`config.mk`:
```
export PLATFORM = sky130hd
export DESIGN_NAME = mmu_drain_control
export DESIGN_NICKNAME = d
export VERILOG_FILES = /design/src/rtl/tpu_ctrl_pkg.sv /design/src/rtl/drain_col_window.sv /design/src/rtl/mmu_drain_control.sv
export SDC_FILE = /design/constraint.sdc
export NUM_CORES = 1
export LEC_CHECK = 0
export CAP_MARGIN = 15
export CORE_MARGIN = 8
export CORE_UTILIZATION = 35
export CTS_BUF_LIST = sky130_fd_sc_hd__clkbuf_4 sky130_fd_sc_hd__clkbuf_8
export DETAILED_ROUTE_END_ITERATION = 16
export SYNTH_ARGS = -nofsm -noshare
export SYNTH_HDL_FRONTEND = slang
export SYNTH_SLANG_ARGS = --single-unit
```
`constraint.sdc`:
```
create_clock -name clk -period 4.1 [get_ports clk]
set_input_delay 0.615 -clock clk [delete_from_list [all_inputs] [get_ports clk]]
set_output_delay 0.615 -clock clk [all_outputs]
set_load 0.05 [all_outputs]
```
`src/rtl/tpu_ctrl_pkg.sv`:
```
// tpu_ctrl_pkg: shared drain FSM state type, counter sizing helper and default array size
package tpu_ctrl_pkg;

    typedef enum logic [1:0] {IDLE, DRAIN, FINISH} drain_state_t;

    localparam int DEFAULT_ARRAY_DIM = 16;

    function automatic int cnt_width(input int start_delay, input int array_dim, input int rows_max);
        return $clog2(start_delay + array_dim + rows_max + 1);
    endfunction

endpackage

```
`src/rtl/drain_col_window.sv`:
```
// drain_col_window: write-enable window for one output column, lo <= t < lo + rows
module drain_col_window
    import tpu_ctrl_pkg::*;
#(
    parameter int K           = 0,
    parameter int START_DELAY = 16,
    parameter int NW          = 5,
    parameter int CW          = 6
) (
    input  logic          active_i,
    input  logic          stg_i,
    input  logic [NW-1:0] rows_i,
    input  logic [CW-1:0] t_i,
    output logic          en_o
);

    logic [CW-1:0] lo;
    logic [CW-1:0] hi;

    // column K opens K cycles after column 0 in staggered mode, together with it in flat mode
    always_comb begin
        lo   = CW'(START_DELAY) + (stg_i ? CW'(K) : '0);
        hi   = lo + CW'(rows_i);
        en_o = active_i && (t_i >= lo) && (t_i < hi);
    end

endmodule

```
`src/rtl/mmu_drain_control.sv`:
```
// mmu_drain_control: staggered per-column write enables draining MMU results into output FIFOs
// Optional overflow checker enabled by defining MMU_DRAIN_OVF_CHK_EN (adds fifo_full / ovf_err).
module mmu_drain_control
    import tpu_ctrl_pkg::*;
#(
    parameter int  ARRAY_DIM   = DEFAULT_ARRAY_DIM,
    parameter int  ROWS_MAX    = 16,
    parameter int  START_DELAY = 16,
    localparam int NW          = $clog2(ROWS_MAX + 1),
    localparam int CW          = cnt_width(START_DELAY, ARRAY_DIM, ROWS_MAX)
) (
    input  logic                 clk,
    input  logic                 reset,
    input  logic                 start,
    input  logic [NW-1:0]        num_rows,
    input  logic                 stagger,
    output logic                 busy,
    output logic [ARRAY_DIM-1:0] wr_en,
    output logic                 done
`ifdef MMU_DRAIN_OVF_CHK_EN
    ,
    input  logic                 fifo_full [ARRAY_DIM],
    output logic                 ovf_err
`endif
);

    drain_state_t         state_q, state_d;
    logic [CW-1:0]        t_q, t_d, t_end;
    logic [NW-1:0]        rows_q, rows_d;
    logic                 stg_q, stg_d;
    logic                 accept, active_d;
    logic                 busy_q, done_q;
    logic [ARRAY_DIM-1:0] wr_en_q, win_d;

    // accept a drain from IDLE or FINISH, advance t, and pick the next state from next-cycle t
    always_comb begin
        accept   = start && (state_q != DRAIN);
        rows_d   = accept ? ((num_rows > NW'(ROWS_MAX)) ? NW'(ROWS_MAX) : num_rows) : rows_q;
        stg_d    = accept ? stagger : stg_q;
        t_d      = accept ? '0 : ((state_q == DRAIN) ? t_q + CW'(1) : t_q);
        t_end    = CW'(START_DELAY) + (stg_d ? CW'(ARRAY_DIM - 1) : '0) + CW'(rows_d);
        state_d  = (accept || state_q == DRAIN) ? ((t_d == t_end) ? FINISH : DRAIN) : IDLE;
        active_d = (state_d == DRAIN);
    end

    for (genvar k = 0; k < ARRAY_DIM; k++) begin : g_col
        drain_col_window #(
            .K          (k),
            .START_DELAY(START_DELAY),
            .NW         (NW),
            .CW         (CW)
        ) u_win (
            .active_i(active_d),
            .stg_i   (stg_d),
            .rows_i  (rows_d),
            .t_i     (t_d),
            .en_o    (win_d[k])
        );
    end

    // state, drain parameters and registered outputs, all derived from next-cycle values
    always_ff @(posedge clk) begin
        if (reset) begin
            state_q <= IDLE;
            t_q     <= '0;
            rows_q  <= '0;
            stg_q   <= 1'b0;
            busy_q  <= 1'b0;
            done_q  <= 1'b0;
            wr_en_q <= '0;
        end else begin
            state_q <= state_d;
            t_q     <= t_d;
            rows_q  <= rows_d;
            stg_q   <= stg_d;
            busy_q  <= active_d;
            done_q  <= (state_d == FINISH);
            wr_en_q <= win_d;
        end
    end

    assign busy  = busy_q;
    assign done  = done_q;
    assign wr_en = wr_en_q;

`ifdef MMU_DRAIN_OVF_CHK_EN
    logic [ARRAY_DIM-1:0] full_v;
    logic                 ovf_q, ovf_d;

    // sticky flag for a write into a full FIFO; a newly accepted drain clears it
    always_comb begin
        full_v = '0;
        for (int i = 0; i < ARRAY_DIM; i++) full_v[i] = fifo_full[i];
        ovf_d = accept ? 1'b0 : (ovf_q | (|(wr_en_q & full_v)));
    end

    // overflow flag register
    always_ff @(posedge clk) begin
        if (reset) ovf_q <= 1'b0;
        else       ovf_q <= ovf_d;
    end

    assign ovf_err = ovf_q;
`endif

endmodule

```
==> flow_summary_export.csv <==
group,metric,value,unit
pwr,irDropWorstVdd,0.1019,mV
floorplanning,initial_core_util,36.16,%
worst_setup_path,required,4.24,ns
clocking,tritoncts,"done",
layout,flow.area_growth_from_synthesis,18.16,%
drt,vias_per_cell,5.664,
pwr,power_per_cell_area,241.7,nW/um^2
grt,antenna_found_initial,0,
worst_setup_path,critical-path-max-stage-delay,0.45,ns
sta,rsz0062_at_grt,"false",
yosys,synth.largest_area_cell,"ha_1",
worst_setup_path,cell_chain_of_the_critical_path,"clkdlybuf4s50_1 -> nand2_1 -> mux2i_1 -> inv_1 -> buf_4 -> ha_1 -> a21oi_1 -> nand2_1 -> a31oi_1 -> ha_1 -> nand4_1 -> o21ai_1 -> buf_4 -> a2111oi_0",
yosys,synth-seq-cells,30,
layout,layout_cells_sized_above_1,12.50,%
placed_design,hpwl,8382,microns
sta,period_needed,3.701,ns
yosys,asyncSetResetFlopFracSynth,0,%
grt,grt_pass1_wl,17330,microns
yosys,netlist-cell-type-count,61,
worst_setup_path,crit_path_top_delay_cell,"a2111oi_0",
grt,grt_use_total,16.57,%
clocking,clock_insertion_delay_worst_skew,0.30,ns
sta,timing.fmax,270.2,MHz
grt,grt_max_degree,20,
worst_setup_path,regToRegEndpoint,"wr_en[15]$_SDFF_PP0_",
yosys,synth_area,3535,sq um
sta,slew_violations,0,
floorplanning,die-height,116.5,microns
clocking,clk_pin_slew,0.07,ns
sta,postLayoutSetupSlackWorst,0.3989,ns
yosys,synth.net_count,497,
pwr,post-layout-total-power,1.010,mW
drt,routed_wirelength,10810,microns
drt,first_iter_violations,189,
layout,register_area,603.1,sq um
yosys,yosysMostFrequentCell,"ha_1",
layout,final_core_utilization,42.73,%
floorplanning,fp-row-count,36,
clocking,cts_buffers,5,
clocking,cts.path.max_buffers,2,
floorplanning,design.die.area,13570,sq um
yosys,ys_seq_area_share,16.99,%
clocking,holdBufCountCts,0,
yosys,post_synth_inst_count,415,
pwr,leakagePower,1.911,nW
drt,route.vias.total,3336,
clocking,cts_htree_levels,2,
worst_hold_path,worst_hold_startpoint,"rows_q[0]$_SDFF_PP0_",
layout,antenna_cell_count,0,
yosys,synth-edff-count,0,
worst_hold_path,hold_path_end,"rows_q[0]$_SDFF_PP0_",
layout,multiInputGateArea,2791,sq um
drt,drt-wirelength-per-cell,18.36,microns
yosys,synth_warnings,0,
layout,fin_nets,537,
sta,setup_total_negative_slack,0,ns
worst_hold_path,hold_path_class,"register to register",
drt,detail_route.drc_violations,0,
floorplanning,pin_count,27,
sta,timing_worst_slew_pin_value,0.7933,ns
worst_setup_path,critical_path.n_buffers_inverters,4,
worst_setup_path,reg2regPathDepth,14,
flow_run,max-cap-violations,0,
clocking,clock-sinks,30,
sta,report.final.hold_viol_count,0,
sta,timing.final.crit_share,90.27,%
worst_setup_path,setup.worst_path.class,"input port to register",
floorplanning,die_x,116.5,microns
yosys,synth_commonest_cells,"73 x ha_1, 35 x xnor2_1, 33 x a21oi_1",
drt,detail-route-antenna-nets,0,
yosys,synthesis.area_per_instance,8.517,sq um
sta,finalSetupViolations,0,
yosys,synth_top_flop_cell,"dfxtp_1",
worst_hold_path,whs_path_depth,2,
grt,global_route.overflow_total,0,
placed_design,gp_congestion,0.9110,
yosys,synth_area_leaders,"ha_1 26%, dfxtp_1 17%, xnor2_1 8.7%",
clocking,cts_repair_resize_count,0,
yosys,synthDominantCellAreaShare,25.84,%
worst_setup_path,critPathMaxFanout,12,
worst_setup_path,start_kind,"input port",
placed_design,buffer_ports.inserted,26,
worst_setup_path,timing.reg2reg.setup_slack,0.54,ns
sta,worst_clock_skew,0.01325,ns
drt,first_pass_iters,5,
placed_design,preCtsSetupSlack,0.1630,ns
floorplanning,core_area,9774,sq um
layout,num-fill-cells,980,
sta,worst_slew_margin_rel,46.56,%
worst_setup_path,critical_path.reg2reg.startpoint,"state_q[0]$_SDFF_PP0_",
grt,first_global_vias,3262,
worst_setup_path,critical_path.endpoint_type,"register",
outcome,status,"finished clean",
clocking,ctsRootBufferMaster,"clkbuf_8",
worst_setup_path,worst_path_dominant_cell_family,"compound AO/OA/AOI/OAI gates",
clocking,cts.repair_timing.setup_buffer_count,0,
worst_setup_path,timing.critical_path.arrival,3.84,ns
sequential cells by signal, indices dropped and copies added (netlist names):
name     flops
rows_q       5
wr_en       16
stg_q        1
state_q      2
t_q          6
area by class of cell:
cell class                 count  area share [%]
clock buffer                   7           2.157
clock inverter                 1          0.1198
inverter                      20           1.797
multi-input combinational    349           66.84
sequential                    30           14.44
tap                          133           3.984
timing repair buffer          49           10.67
metal layers:
metal | GRT usage [%] | up-vias | routed length (microns)
li1 | - | 1612 | -
met1 | 20.86 | 1605 | 4910
met2 | 27.66 | 104 | 5089
met3 | 2.740 | 15 | 597
met4 | 6.309 | 0 | 215
met5 | 0 | - | 0
power by group:
part	internal (mW)	switching [mW]
logic	0.178	0.251
clock network	0.142	0.134
registers	0.297	0.00718
total	0.618	0.392
cells in the final DEF (no fill, tap or decap), types with 2 or more instances in the layout:
cell	instances
a211oi_1	8
o21a_1	2
nand2_1	17
a31oi_1	14
nor2_1	28
o221a_2	2
o21ai_0	13
nand4b_1	2
clkbuf_8	6
ha_1	73
a2111oi_2	3
nor4_1	4
clkdlybuf4s50_1	26
a21o_1	20
a21boi_0	3
xor2_1	5
nand3_1	17
o21ai_1	3
dfxtp_1	28
nor3_1	7
o21ai_2	2
xnor2_1	35
mux2i_1	3
o211a_1	4
nand2b_1	7
o221a_1	2
maj3_2	2
inv_1	16
a21oi_1	33
nor2b_1	7
nand4_1	2
inv_2	4
buf_4	22
dfxtp_2	2
mux2i_4	2
a2111oi_0	3
tightest hold or removal path, cell delays in order, from the launching register on:
cell	delay, ns
dfxtp_1	0.31
o21ai_2	0.08
a21oi_1	0.06
through the flow:
stage | instances | hold slack (ns) | area [sq um]
2_1_floorplan | 415 | 0.4577 | 3537
3_3_place_gp | 581 | 0.4842 | 4081
3_5_place_dp | 581 | 0.4870 | 4081
4_1_cts | 589 | 0.4985 | 4177
5_1_grt | 589 | 0.5166 | 4177
6_report | 589 | 0.4948 | 4177
cells by family (layout without fill, tap and decap cells):
group / Yosys count / after routing / share of synthesized area [%]
compound gates: 122 / 122 / 23.75
simple gates: 106 / 106 / 16.43
fa+ha+maj: 76 / 76 / 26.76
xor+xnor: 40 / 40 / 9.911
buf+inv: 36 / 77 / 4.035
flops: 30 / 30 / 16.99
mux: 5 / 5 / 2.124
worst max path at each step:
| stage | from | endpoint | slack [ns] | depth (start not counted) |
|---|---|---|---|---|
| floorplan | state_q[0]$_SDFF_PP0_ | wr_en[12]$_SDFF_PP0_ | 0.08 | 15 |
| global placement | start | wr_en[15]$_SDFF_PP0_ | 0.22 | 13 |
| detailed placement | start | wr_en[15]$_SDFF_PP0_ | 0.16 | 14 |
| CTS | start | wr_en[15]$_SDFF_PP0_ | 0.47 | 14 |
| global route | start | wr_en[1]$_SDFF_PP0_ | 0.21 | 15 |
| finish | start | wr_en[15]$_SDFF_PP0_ | 0.40 | 14 |
Power figures use the tool's default switching activity.
